==> config.mk <==
export PLATFORM = sky130hd
export DESIGN_NAME = seq_chk_mon
export DESIGN_NICKNAME = d
export VERILOG_FILES = /design/src/rtl/seq_chk_pkg.sv /design/src/rtl/seq_chk_chan.sv /design/src/rtl/seq_chk_mon.sv
export SDC_FILE = /design/constraint.sdc
export NUM_CORES = 1
export LEC_CHECK = 0
export ABC_AREA = 1
export BUFFER_PORTS_ARGS = -buffer_cell sky130_fd_sc_hd__buf_2
export CORE_MARGIN = 4
export CORE_UTILIZATION = 56
export CTS_CLUSTER_SIZE = 12
export DETAILED_ROUTE_END_ITERATION = 8
export PLACE_DENSITY = 0.78
export SLEW_MARGIN = 30
export SYNTH_ARGS = -nofsm -noshare
export SYNTH_HDL_FRONTEND = slang
export SYNTH_SLANG_ARGS = --single-unit
==> constraint.sdc <==
create_clock -name clk -period 6.6 [get_ports clk]
set_clock_uncertainty 0.15 [all_clocks]
set_input_delay 0 -clock clk [delete_from_list [all_inputs] [get_ports clk]]
set_output_delay 0 -clock clk [all_outputs]
set_load 0.01 [all_outputs]
==> src/rtl/seq_chk_pkg.sv <==
// rtl/seq_chk_pkg.sv - shared types and helpers for the seq_chk_mon sequence checker
package seq_chk_pkg;

   typedef enum logic [2:0] {
      ST_IDLE,
      ST_ARM,
      ST_GAP,
      ST_DLY,
      ST_WIN
   } chan_state_e;

   // Counter width able to hold 0..n; never narrower than one bit.
   function automatic int cnt_width(input int n);
      return (n < 1) ? 1 : $clog2(n + 1);
   endfunction

   localparam int DEF_MAX_GAP = 2;
   localparam int DEF_CHK_DLY = 1;
   localparam int DEF_CHK_WIN = 1;
   localparam int DEF_GAP_W   = cnt_width(DEF_MAX_GAP);
   localparam int DEF_DLY_W   = cnt_width(DEF_CHK_DLY);
   localparam int DEF_WIN_W   = cnt_width(DEF_CHK_WIN);

   function automatic logic [31:0] sat_add(input logic [31:0] a, input logic [31:0] b,
                                           input logic [31:0] lim);
      logic [32:0] s;
      s = {1'b0, a} + {1'b0, b};
      return (s > {1'b0, lim}) ? lim : s[31:0];
   endfunction

endpackage

==> src/rtl/seq_chk_chan.sv <==
// rtl/seq_chk_chan.sv - one checker channel: pulse-gap-pulse antecedent, delayed response window
// Optional match output under SEQ_CHK_MON_COVER_EN.
module seq_chk_chan
   import seq_chk_pkg::*;
#(
   parameter int MIN_GAP = 1,
   parameter int MAX_GAP = DEF_MAX_GAP,
   parameter int CHK_DLY = DEF_CHK_DLY,
   parameter int CHK_WIN = DEF_CHK_WIN
) (
   input  logic clk_i,
   input  logic rst_i,
   input  logic en_i,
   input  logic trig_i,
   input  logic resp_i,
`ifdef SEQ_CHK_MON_COVER_EN
   output logic match_o,
`endif
   output logic pass_o,
   output logic fail_o
);

   localparam int GAP_W = cnt_width(MAX_GAP);
   localparam int DLY_W = cnt_width(CHK_DLY);
   localparam int WIN_W = cnt_width(CHK_WIN);

   localparam logic [GAP_W-1:0] GAP_MIN  = GAP_W'(MIN_GAP);
   localparam logic [GAP_W-1:0] GAP_MAX  = GAP_W'(MAX_GAP);
   localparam logic [DLY_W-1:0] DLY_LAST = DLY_W'(CHK_DLY - 1);
   localparam logic [WIN_W-1:0] WIN_LAST = WIN_W'(CHK_WIN - 1);

   chan_state_e      state_q, state_d;
   logic [GAP_W-1:0] gap_q, gap_d;
   logic [DLY_W-1:0] dly_q, dly_d;
   logic [WIN_W-1:0] win_q, win_d;
   logic             pass_q, pass_d;
   logic             fail_q, fail_d;
`ifdef SEQ_CHK_MON_COVER_EN
   logic             match_q, match_d;
`endif

   always_ff @(posedge clk_i or posedge rst_i) begin
      if (rst_i) begin
         state_q <= ST_IDLE;
         gap_q   <= '0;
         dly_q   <= '0;
         win_q   <= '0;
         pass_q  <= 1'b0;
         fail_q  <= 1'b0;
`ifdef SEQ_CHK_MON_COVER_EN
         match_q <= 1'b0;
`endif
      end else begin
         state_q <= state_d;
         gap_q   <= gap_d;
         dly_q   <= dly_d;
         win_q   <= win_d;
         pass_q  <= pass_d;
         fail_q  <= fail_d;
`ifdef SEQ_CHK_MON_COVER_EN
         match_q <= match_d;
`endif
      end
   end

   // gap_q counts low cycles seen so far; win_q counts window samples already taken.
   always_comb begin
      state_d = state_q;
      gap_d   = gap_q;
      dly_d   = dly_q;
      win_d   = win_q;
      pass_d  = 1'b0;
      fail_d  = 1'b0;
`ifdef SEQ_CHK_MON_COVER_EN
      match_d = 1'b0;
`endif
      case (state_q)
         ST_IDLE: if (trig_i) state_d = ST_ARM;
         ST_ARM: begin
            if (!trig_i) begin
               state_d = ST_GAP;
               gap_d   = GAP_W'(1);
            end
         end
         ST_GAP: begin
            if (!trig_i) begin
               if (gap_q == GAP_MAX) state_d = ST_IDLE;
               else                  gap_d   = gap_q + 1'b1;
            end else if (gap_q >= GAP_MIN) begin
`ifdef SEQ_CHK_MON_COVER_EN
               match_d = 1'b1;
`endif
               // With no delay the matching cycle is itself the first window sample.
               if (CHK_DLY == 0) begin
                  if (resp_i) begin
                     pass_d  = 1'b1;
                     state_d = ST_IDLE;
                  end else if (CHK_WIN == 1) begin
                     fail_d  = 1'b1;
                     state_d = ST_IDLE;
                  end else begin
                     state_d = ST_WIN;
                     win_d   = WIN_W'(1);
                  end
               end else if (CHK_DLY == 1) begin
                  state_d = ST_WIN;
                  win_d   = '0;
               end else begin
                  state_d = ST_DLY;
                  dly_d   = DLY_W'(1);
               end
            end else begin
               state_d = ST_ARM;
            end
         end
         ST_DLY: begin
            if (dly_q == DLY_LAST) begin
               state_d = ST_WIN;
               win_d   = '0;
            end else begin
               dly_d = dly_q + 1'b1;
            end
         end
         ST_WIN: begin
            if (resp_i) begin
               pass_d  = 1'b1;
               state_d = ST_IDLE;
            end else if (win_q == WIN_LAST) begin
               fail_d  = 1'b1;
               state_d = ST_IDLE;
            end else begin
               win_d = win_q + 1'b1;
            end
         end
         default: state_d = ST_IDLE;
      endcase
      if (!en_i) begin
         state_d = ST_IDLE;
         pass_d  = 1'b0;
         fail_d  = 1'b0;
`ifdef SEQ_CHK_MON_COVER_EN
         match_d = 1'b0;
`endif
      end
   end

   always_comb begin
      pass_o  = pass_q;
      fail_o  = fail_q;
`ifdef SEQ_CHK_MON_COVER_EN
      match_o = match_q;
`endif
   end

endmodule

==> src/rtl/seq_chk_mon.sv <==
// rtl/seq_chk_mon.sv - multi-channel sequence checker with saturating pass/fail counters
// SEQ_CHK_MON_COVER_EN adds cov_cnt, a saturating count of antecedent matches.
module seq_chk_mon
   import seq_chk_pkg::*;
#(
   parameter int NCH     = 4,
   parameter int MIN_GAP = 1,
   parameter int MAX_GAP = DEF_MAX_GAP,
   parameter int CHK_DLY = DEF_CHK_DLY,
   parameter int CHK_WIN = DEF_CHK_WIN,
   parameter int CNT_W   = 16
) (
   input  logic             clk,
   input  logic             rst,
   input  logic             en,
   input  logic             clr,
   input  logic [NCH-1:0]   trig,
   input  logic [NCH-1:0]   resp,
   output logic [NCH-1:0]   pass_p,
   output logic [NCH-1:0]   fail_p,
   output logic [CNT_W-1:0] pass_cnt,
   output logic [CNT_W-1:0] fail_cnt,
`ifdef SEQ_CHK_MON_COVER_EN
   output logic [CNT_W-1:0] cov_cnt,
`endif
   output logic             err_sticky
);

   generate
      if (MIN_GAP < 1 || MAX_GAP < MIN_GAP || MAX_GAP > 255 || CHK_DLY < 0 ||
          CHK_WIN < 1 || NCH < 1 || CNT_W < 1 || CNT_W > 32) begin : g_bad_param
         $fatal(1, "seq_chk_mon: illegal parameter combination");
      end
   endgenerate

   localparam logic [31:0] CNT_MAX = 32'((64'd1 << CNT_W) - 64'd1);

   logic [CNT_W-1:0] pass_cnt_q, pass_cnt_d;
   logic [CNT_W-1:0] fail_cnt_q, fail_cnt_d;
   logic             err_q, err_d;
`ifdef SEQ_CHK_MON_COVER_EN
   logic [NCH-1:0]   match;
   logic [CNT_W-1:0] cov_cnt_q, cov_cnt_d;
`endif

   for (genvar i = 0; i < NCH; i++) begin : g_chan
      seq_chk_chan #(
         .MIN_GAP (MIN_GAP),
         .MAX_GAP (MAX_GAP),
         .CHK_DLY (CHK_DLY),
         .CHK_WIN (CHK_WIN)
      ) u_chan (
         .clk_i   (clk),
         .rst_i   (rst),
         .en_i    (en),
         .trig_i  (trig[i]),
         .resp_i  (resp[i]),
`ifdef SEQ_CHK_MON_COVER_EN
         .match_o (match[i]),
`endif
         .pass_o  (pass_p[i]),
         .fail_o  (fail_p[i])
      );
   end

   // Counters consume the registered pulses, so they trail pass_p/fail_p by one cycle.
   always_comb begin
      pass_cnt_d = clr ? '0 : CNT_W'(sat_add(32'(pass_cnt_q), 32'($countones(pass_p)), CNT_MAX));
      fail_cnt_d = clr ? '0 : CNT_W'(sat_add(32'(fail_cnt_q), 32'($countones(fail_p)), CNT_MAX));
      err_d      = clr ? 1'b0 : (err_q | (|fail_p));
`ifdef SEQ_CHK_MON_COVER_EN
      cov_cnt_d  = clr ? '0 : CNT_W'(sat_add(32'(cov_cnt_q), 32'($countones(match)), CNT_MAX));
`endif
   end

   always_ff @(posedge clk or posedge rst) begin
      if (rst) begin
         pass_cnt_q <= '0;
         fail_cnt_q <= '0;
         err_q      <= 1'b0;
`ifdef SEQ_CHK_MON_COVER_EN
         cov_cnt_q  <= '0;
`endif
      end else begin
         pass_cnt_q <= pass_cnt_d;
         fail_cnt_q <= fail_cnt_d;
         err_q      <= err_d;
`ifdef SEQ_CHK_MON_COVER_EN
         cov_cnt_q  <= cov_cnt_d;
`endif
      end
   end

   always_comb begin
      pass_cnt   = pass_cnt_q;
      fail_cnt   = fail_cnt_q;
      err_sticky = err_q;
`ifdef SEQ_CHK_MON_COVER_EN
      cov_cnt    = cov_cnt_q;
`endif
   end

endmodule

Yosys cells after proc, flatten, opt, wreduce, memory -nomap -nowiden
Cells that the tools add are included.
{ "op_classes": {"add_sub_neg": 20, "multipliers": 0, "div_mod_pow": 0, "order_cmp": 6, "eq_ne": 68, "shifts": 0, "muxes": 117, "bitwise": 1, "n_reduce_logical": 25} }
{ "ops": {"columns": ["cell", "n"], "rows": [
  ["3-bit 2-to-1 mux", 36],
  ["16-bit 2-to-1 mux", 4],
  ["3-bit case mux with 5 select lines", 4],
  ["1-bit 2-to-1 mux", 53],
  ["2-bit inequality test (second input constant)", 24],
  ["5-bit AND reduction", 8],
  ["3-bit inequality test (second input constant)", 12],
  ["16-bit by 3-bit adder with 17-bit output", 2],
  ["17-bit by 16-bit > comparator with 1-bit output (second input constant)", 2],
  ["3-bit by 2-bit == test with 1-bit output (second input constant)", 8],
  ["2-bit 2-to-1 mux", 12],
  ["4-bit by 3-bit inequality test with 1-bit output (second input constant)", 4],
  ["4-bit inequality test (second input constant)", 4],
  ["2-bit case mux with 2 select lines", 4],
  ["4-bit AND reduction", 4],
  ["3-bit by 1-bit == test with 1-bit output (second input constant)", 4],
  ["3-bit == test (second input constant)", 4],
  ["3-bit zero test", 4],
  ["1-bit case mux with 3 select lines", 4],
  ["3-bit nonzero test", 4],
  ["1-bit adder (second input constant)", 8],
  ["1-bit by 1-bit adder with 2-bit output", 4],
  ["2-bit by 1-bit adder with 2-bit output (second input constant)", 4],
  ["2-bit == test (second input constant)", 4],
  ["other kinds (6)", 16]
]} }
{ "totals": {"ff_bits": 69, "latchBits": 0, "mem_bits_rw": 0, "rom_bits": 0, "output_inout_bits": 41, "memories": 0} }

Depth between registers and ports, before layout
Gate-level depths: netlist (run 1).
{ "depth": {"depth_word": 6, "depth_mapped": 10, "depth_no_buf": 10} }

By module
Synthesis (run 1) repeated with hierarchy kept, for this count alone.
{ "hier_totals": {"cells_unflattened": 481, "area_unflattened_um2": 3699.8} }
{ "modules_own_cells": {"columns": ["mod", "instances", "cells_each", "area_each_um2", "seq_area_each_um2"], "rows": [
  ["seq_chk_mon", 1, 269, 2098.3, 825.8],
  ["seq_chk_chan", 4, 53, 400.4, 175.2]
]} }

Least setup slack after synthesis (run 1)
No wires, ideal clock.
{ "synth_path": {"kind": "reg2reg", "start": "register pass_cnt_q[0] (netlist: pass_cnt[0])", "end": "register pass_cnt_q[10] (netlist: pass_cnt[10])", "setup_ns": 0.144, "t_arrival_ns": 2.316, "path_slack_ns": 3.990, "path_stages_with_launch": 9, "synth_period_minus_slack_ns": 2.610, "cell_sequence": "dfrtp_1 > fa_1 > fa_1 > fa_1 > nand3_2 > inv_2 > nand4_4 > buf_6 > a21oi_2"} }
{ "synth_via": {"elab_chain_len": 4} }
{ "synth_rtl": {"columns": ["item", "line_no", "text"], "rows": [
  ["start, declared", "seq_chk_mon.sv:38", "logic [CNT_W-1:0] pass_cnt_q, pass_cnt_d;"],
  ["start signal, assigned", "seq_chk_mon.sv:85", "pass_cnt_q <= pass_cnt_d;"],
  ["16-bit by 3-bit adder with 17-bit output (*)", "seq_chk_pkg.sv:27", "s = {1'b0, a} + {1'b0, b};"],
  ["17-bit by 16-bit > comparator with 1-bit output", "seq_chk_pkg.sv:28", "return (s > {1'b0, lim}) ? lim : s[31:0];"],
  ["16-bit 2-to-1 mux (*)", "seq_chk_pkg.sv:28", null],
  ["16-bit 2-to-1 mux (*)", "seq_chk_mon.sv:68", "pass_cnt_d = clr ? '0 : CNT_W'(sat_add(32'(pass_cnt_q), 32'($countones(pass_p)), CNT_MAX));"],
  ["net pass_cnt_d[10]", "seq_chk_mon.sv:38", null]
]} }
Mark *: on every way through the listed nets, which the timed path passes. The rest lies on a longest branch.
A chain may end at the register's enable or synchronous reset.

Final worst setup path (run 1)
{ "layout_path": {"start": "register pass_cnt_q[0] (netlist: pass_cnt[0])", "end": "register pass_cnt_q[9] (netlist: pass_cnt[9])"} }
Same word-level chain as after synthesis.

==> results of run 1 <==
-- logic make-up (layout without fill, tap and decap cells) --
group / count (synthesis) / in the layout / synth area share (%)
compound gates: 64 / 64 / 11.5
xor+xnor: 15 / 15 / 3.68
fa+ha+maj: 16 / 16 / 6.87
buf+inv: 79 / 148 / 9.57
flops: 61 / 61 / 42.8
simple gates: 192 / 192 / 25.6
-- layout make-up --
type | count | area, µm²
clock buffer | 13 | 179
clock inverter | 3 | 65.1
fill | 478 | 1840
inverter | 65 | 244
multi-input combinational | 287 | 1700
sequential | 61 | 1530
tap | 75 | 93.8
timing repair buffer | 67 | 408
-- worst max-delay path, cell delays in order (launching register included) --
cell and delay [ns]:
dfrtp_1 0.39, fa_1 0.51, fa_1 0.47, fa_1 0.47
nand3_2 0.14, inv_2 0.07, nand4_4 0.24, nand3_1 0.12
nand2_1 0.07, inv_1 0.04
-- state kept, by name (all words and copies together) (netlist names) --
signal and count:
g_chan.u_chan.gap_q 8, g_chan.u_chan.fail_o 4, err_sticky 1, pass_cnt 16, g_chan.u_chan.pass_o 4, fail_cnt 16, g_chan.u_chan.state_q 12
-- timing repair --
action,CTS,global route
hold buffers,14,0
setup endpoints to repair,0,0
endpoints found under the hold margin,89,0
-- per-layer routing --
layer  part of all wire, %  wire length, µm  track usage [%]
met2                    50             3810             38.8
met1                    43             3270             25.6
met5                     0                0                0
met4                   2.1              155             8.79
met3                   4.2              319             4.61
-- worst max-delay path by stage --
| stage | start | end | slack [ns] | cells past startpoint |
|---|---|---|---|---|
| floorplan | pass_cnt[0] | pass_cnt[10] | 3.99 | 8 |
| global placement | pass_cnt[0] | pass_cnt[9] | 3.89 | 9 |
| detailed placement | pass_cnt[0] | pass_cnt[9] | 3.84 | 9 |
| CTS | fail_cnt[0] | fail_cnt[11] | 3.83 | 9 |
| global route | pass_cnt[0] | pass_cnt[11] | 3.65 | 9 |
| finish | pass_cnt[0] | pass_cnt[9] | 3.83 | 9 |
-- metrics by stage --
step / area [µm²] / power (mW) / cells / util [%] / hold slack (ns)
6_report: 4220 / 0.983 / 571 / 69.6 / 0.0622
4_1_cts: 4220 / 0.992 / 571 / 69.6 / 0.0499
5_1_grt: 4220 / 1.05 / 571 / 69.6 / 0.0777
3_5_place_dp: 3830 / 0.585 / 541 / 63.2 / 0.0348
3_3_place_gp: 3830 / 0.574 / 541 / 63.2 / 0.0393
2_1_floorplan: 3570 / 0.545 / 427 / - / -0.0836
-- placed cells by master, fill, tap and decap left out, types with 14 or more instances in the layout --
| cell | n |
|---|---|
| dfrtp_1 | 61 |
| nor2_1 | 40 |
| o21ai_0 | 15 |
| nand3_1 | 26 |
| a21oi_1 | 22 |
| nand2_1 | 92 |
| dlygate4sd3_1 | 14 |
| a21oi_2 | 15 |
| buf_2 | 52 |
| inv_1 | 62 |
-- power groups by stage --
stage | logic [mW] | registers [mW] | clock network [mW]
6_report | 0.157 | 0.426 | 0.400
3_5_place_dp | 0.152 | 0.433 | 0
4_1_cts | 0.157 | 0.426 | 0.408
3_3_place_gp | 0.142 | 0.431 | 0
2_1_floorplan | 0.117 | 0.428 | 0
5_1_grt | 0.189 | 0.431 | 0.428
==> summary.txt, run 1 <==
LOGIC SYNTHESIS
------------------------------------------------------------------------------------------
Post-synthesis register bit count                                                       61
Proportion of synthesized chip area in sequential cells                              42.8%
Top cell type by total area after synthesis                                        dfrtp_1
Avg Synthesized Cell Area                                                         8.36 µm²
Number of flops mapped to enable cells by yosys                                          0
Number of warning messages in the yosys log                                              0
Synthesized area                                                               0.00357 mm²
Main synth FF type                                                                 dfrtp_1
Unique cell type count in the Yosys netlist                                             40
Count leader, synth                                                                nand2_1
Post-synthesis instance total                                                          427
Post-Syn Nets                                                                          455
Area contributors post-synth                                                  dfrtp_1, nand2_1, inv_1
Ys async rst share                                                                    100%
Share of the synthesized area in the top cell type                                   42.8%
Top cell types by occurrence after synthesis                                  nand2_1, inv_1, dfrtp_1

CLOCKING
------------------------------------------------------------------------------------------
CTS tree                                                                               yes
Insertion delay of the later-clocked pin in the worst-skew pair                    0.34 ns
Clock root buffer master                                                          clkbuf_8
Number of clock sinks                                                                   61
Clock edge transition at the registers on the reported setup and hold paths        0.07 ns
Clock H-tree levels                                                                      3
Number of buffers added by the clock tree synthesis step                                 9
Post-CTS sizing                                                                          0
Deepest clock path buffer count                                                          2
Count of buffers added by post-CTS timing repair for setup                               0

HOLD PATH
------------------------------------------------------------------------------------------
Cells on Worst Hold Path                                                                 2
Tightest Hold Check Type                                                         in -> reg
Terminating pin of the worst hold path                                         fail_cnt[8]
Min-Delay Startpoint                                                                   clr

STA
------------------------------------------------------------------------------------------
Final setup slack of the worst path                                                3.83 ns
Count of endpoints failing hold in the final timing report                               0
Measured slew at the worst slew-check pin                                         0.760 ns
Max Transition Viols Final                                                               0
Clock period minus worst slack                                                     2.77 ns
Period Utilization, post-route                                                       41.9%
Worst max-slew margin expressed relative to the limit                                49.4%
Fmax                                                                               361 MHz
RSZ-0062 raised after global routing                                                 false
Finish-stage setup viols                                                                 0
Sum of negative setup slack                                                           0 ns

CRITICAL PATH
------------------------------------------------------------------------------------------
Max Fanout on Critical Path                                                             16
FF-to-FF path depth                                                                      9
Reg-to-reg setup timing slack                                                      3.83 ns
Reg-to-Reg Start                                                               pass_cnt[0]
Worst r2r dst                                                                  pass_cnt[9]
Arrival time at the worst endpoint                                                 2.85 ns
Critical setup path kind                                                        reg -> reg
Endpoint required time on the critical path                                        6.68 ns
Category of the worst setup path launch point                                     register
Element type at the critical path end                                             register

GLOBAL ROUTE
------------------------------------------------------------------------------------------
Number of global-route vias before repair                                             2912
Initial antenna violation count                                                          0
Global-route wire length before repair                                            13000 µm
Maximum number of pins on one net before global-route repair                            62
Leftover overflow at the end of global routing                                           0
Total routing usage reported by global routing                                       21.8%

POWER AND IR DROP
------------------------------------------------------------------------------------------
Combinational fraction of design power                                               15.9%
Proportion of total power due to net switching                                       27.2%
Net switching component of the power                                              0.267 mW
Peak supply drop                                                                  0.185 mV
Internal power of the cells                                                       0.716 mW
Part of the power in registers                                                       43.4%
Power density over the cells                                                    233 mW/mm²
Clock network fraction of total power                                                40.7%
Leak pwr                                                                           2.13 nW

STATUS
------------------------------------------------------------------------------------------
Outcome                                                                          completed

ROUTING
------------------------------------------------------------------------------------------
Number of nets with antenna violations after detailed routing                            0
Routed via count divided by cell count                                                5.22
DRT iter0 DRCs                                                                         116
Wire length per cell                                                               13.2 µm
Final WL                                                                           7560 µm
Drt pass-1 iters                                                                         4
DR DRC count                                                                             0
DR vias                                                                               2980

PLACED DESIGN
------------------------------------------------------------------------------------------
Dpl ws                                                                             3.84 ns
Half-perimeter wire length after detailed placement                                5480 µm
RD Place Congestion                                                                  0.931
IO buf count                                                                            52

FLOORPLANNING
------------------------------------------------------------------------------------------
Total Die Area                                                                 0.00771 mm²
Die Span Y                                                                         87.8 µm
# IOs                                                                                   53
Number of rows in the core area                                                         28
Chip width                                                                         87.8 µm
Core box area                                                                  0.00606 mm²
Initial cell density of the core                                                     58.9%

FINISH
------------------------------------------------------------------------------------------
Growth of design area from synthesis to finish                                       18.2%
Count of antenna diodes in the layout                                                    0
Proportion of layout cells with a drive suffix above 1                               20.8%
Net total in the final layout                                                          519

RUN
------------------------------------------------------------------------------------------
Reported max-cap violation count                                                         0

Power figures use the tool's default switching activity.
==> run 2: changes to the inputs <==
==> constraint.sdc (replaced) <==
create_clock -name clk -period 2.55 [get_ports clk]
set_clock_uncertainty 0.15 [all_clocks]
set_input_delay 0 -clock clk [delete_from_list [all_inputs] [get_ports clk]]
set_output_delay 0 -clock clk [all_outputs]
set_load 0.01 [all_outputs]
==> summary.txt, run 2 (synthesized netlist as in run 1, its figures left out) <==
STA
------------------------------------------------------------------------------------------
Finish-stage setup viols                                                                 0   unchanged
Final setup slack of the worst path                                              0.0766 ns   was 3.83 ns
Max Transition Viols Final                                                               0   unchanged
Measured slew at the worst slew-check pin                                         0.696 ns   was 0.760 ns
RSZ-0062 raised after global routing                                                  true   was false
Period Utilization, post-route                                                       97.0%   was 41.9%
Count of endpoints failing hold in the final timing report                               0   unchanged
Worst max-slew margin expressed relative to the limit                                53.6%   was 49.4%
Fmax                                                                               404 MHz   was 361 MHz
Worst hold margin                                                                0.0526 ns   was 0.0622 ns
Clock period minus worst slack                                                     2.47 ns   was 2.77 ns

PLACED DESIGN
------------------------------------------------------------------------------------------
RD Place Congestion                                                                  0.849   was 0.931
Half-perimeter wire length after detailed placement                                5770 µm   was 5480 µm
Dpl ws                                                                          -0.0562 ns   was 3.84 ns
IO buf count                                                                            52   unchanged

FINISH
------------------------------------------------------------------------------------------
Count of antenna diodes in the layout                                                    0   unchanged
Proportion of layout cells with a drive suffix above 1                               24.9%   was 20.8%
Most common cell after layout, fill and taps aside                                 nand2_1   unchanged
Highest-count cells in the layout ignoring fill and taps                      nand2_1, inv_1, dfrtp_1   unchanged
Net total in the final layout                                                          537   was 519
Growth of design area from synthesis to finish                                       23.1%   was 18.2%

CRITICAL PATH
------------------------------------------------------------------------------------------
Element type at the critical path end                                             register   unchanged
Max Fanout on Critical Path                                                              8   was 16
Start point of the critical path                                               fail_cnt[0]   was pass_cnt[0]
Buffer and inverter count on the worst path                                              1   was 2
Category of the worst setup path launch point                                     register   unchanged
Reg-to-Reg Start                                                               fail_cnt[0]   was pass_cnt[0]
Critical setup path kind                                                        reg -> reg   unchanged
Cell count along the critical path                                                       8   was 9
FF-to-FF path depth                                                                      8   was 9
Crit path largest cell delay                                                       0.49 ns   was 0.51 ns
Largest delay share family, worst path                                         adder cells   unchanged
Cells along the critical path                                                 fa_1 > fa_2 > fa_2 > nand2_2 > nor2_4 > nand4_4 > buf_12 > a21oi_1   was fa_1 > fa_1 > fa_1 > nand3_2 > inv_2 > nand4_4 > nand3_1 > nand2_1 > inv_1
Arrival time at the worst endpoint                                                 2.50 ns   was 2.85 ns
CP most frequent cell                                                                 fa_2   was fa_1
Endpoint required time on the critical path                                        2.58 ns   was 6.68 ns
CP max stage cell                                                                     fa_1   unchanged

GLOBAL ROUTE
------------------------------------------------------------------------------------------
Number of global-route vias before repair                                             3062   was 2912
Initial antenna violation count                                                          0   unchanged
Peak-usage layer in the global routing report                                         met2   unchanged
Grt met1 use                                                                         27.8%   was 25.6%
Leftover overflow at the end of global routing                                           0   unchanged
Global-route wire length before repair                                            13500 µm   was 13000 µm
Total routing usage reported by global routing                                       22.6%   was 21.8%
Met3 GRT Util                                                                        5.17%   was 4.61%
Met2 Usage GRT                                                                       38.5%   was 38.8%
Maximum number of pins on one net before global-route repair                            33   was 62

FLOORPLANNING
------------------------------------------------------------------------------------------
Total Die Area                                                                 0.00771 mm²   unchanged
Number of rows in the core area                                                         28   unchanged
Initial cell density of the core                                                     58.9%   unchanged
Core box area                                                                  0.00606 mm²   unchanged
Die Span Y                                                                         87.8 µm   unchanged
# IOs                                                                                   53   unchanged
Chip width                                                                         87.8 µm   unchanged

CLOCKING
------------------------------------------------------------------------------------------
Number of buffers added by the clock tree synthesis step                                 9   unchanged
Number of clock sinks                                                                   61   unchanged
Insertion delay of the later-clocked pin in the worst-skew pair                    0.34 ns   about the same
Clock edge transition at the registers on the reported setup and hold paths        0.08 ns   was 0.07 ns
Clock H-tree levels                                                                      3   unchanged
Clock root buffer master                                                          clkbuf_8   unchanged
Deepest clock path buffer count                                                          2   unchanged
CTS tree                                                                               yes   unchanged

ROUTING
------------------------------------------------------------------------------------------
DR DRC count                                                                             0   unchanged
Routed via count divided by cell count                                                5.26   was 5.22
Number of nets with antenna violations after detailed routing                            0   unchanged
Final WL                                                                           7880 µm   was 7560 µm
DR vias                                                                               3098   was 2980
Drt pass-1 iters                                                                         4   unchanged
Wire length per cell                                                               13.4 µm   was 13.2 µm
DRT iter0 DRCs                                                                         124   was 116

RUN
------------------------------------------------------------------------------------------
Reported max-cap violation count                                                         0   unchanged

POWER AND IR DROP
------------------------------------------------------------------------------------------
Peak supply drop                                                                  0.543 mV   was 0.185 mV
Power density over the cells                                                    567 mW/mm²   was 233 mW/mm²
Design Power                                                                       2.49 mW   was 0.983 mW
Leak pwr                                                                           2.21 nW   was 2.13 nW

HOLD PATH
------------------------------------------------------------------------------------------
Cells on Worst Hold Path                                                                 2   unchanged
Min-Delay Startpoint                                                                   clr   unchanged
Tightest Hold Check Type                                                         in -> reg   unchanged

STATUS
------------------------------------------------------------------------------------------
Outcome                                                                          completed   unchanged

[run 2: changes by cell type in the layout (fill, tap and decap cells not counted)]
cell	delta
buf_12	+2
buf_4	+15
buf_6	+1
clkbuf_1	+1
clkbuf_8	-2
clkinv_2	+1
fa_1	-4
fa_2	+4
nand3_1	-2
nand3_2	+2
nor2_1	-2
nor2_2	+1
nor2_4	+1
[run 2: path summary, 6_finish.rpt]
path	end	slack, ns
max	fail_cnt[6]	0.08
min	fail_cnt[9]	0.05
max reg2reg	fail_cnt[6]	0.08
min reg2reg	g_chan[1].u_chan.gap_q[0]	0.35
max in group asynchronous	fail_cnt[12]	1.38
min in group asynchronous	fail_cnt[2]	0.15
[run 2: where the power goes]
group          switching (mW)  leakage, nW  internal (mW)  total (mW)
registers              0.0550        0.834           1.05        1.10
logic                   0.258         1.26          0.151       0.410
clock network           0.378        0.116          0.601       0.979
total                   0.691         2.21           1.80        2.49
[run 2: per-layer routing]
metal | up-vias | part of all wire (%)
met5 | - | 0
met2 | 84 | 51
met1 | 1464 | 42
met4 | 0 | 2.2
li1 | 1534 | -
met3 | 16 | 4.7
[run 2: metrics by stage]
| stage | utilization, % | std cells | setup TNS [ns] | area, µm² |
|---|---|---|---|---|
| 2_1_floorplan | - | 427 | 0 | 3570 |
| 3_3_place_gp | 64.8 | 551 | 0 | 3930 |
| 3_5_place_dp | 64.8 | 551 | -0.316 | 3930 |
| 4_1_cts | 71.6 | 585 | 0 | 4340 |
| 5_1_grt | 72.5 | 589 | -0.116 | 4390 |
| 6_report | 72.5 | 589 | 0 | 4390 |
[run 2: cell type report]
type / instances / area (µm²)
Multi-Input combinational cell: 287 / 1730
Fill cell: 473 / 1670
Sequential cell: 61 / 1530
Timing Repair Buffer: 85 / 572
Inverter: 65 / 244
Clock buffer: 12 / 155
Tap cell: 75 / 93.8
Clock inverter: 4 / 70.1
[run 2: repair_timing]
action,in CTS,in global routing
gates cloned,0,0
buffers inserted,4,4
pin swaps,0,9
endpoints found under the setup margin,18,29
resized for setup,2,6
hold buffers,14,0
hold endpoints to repair,58,0
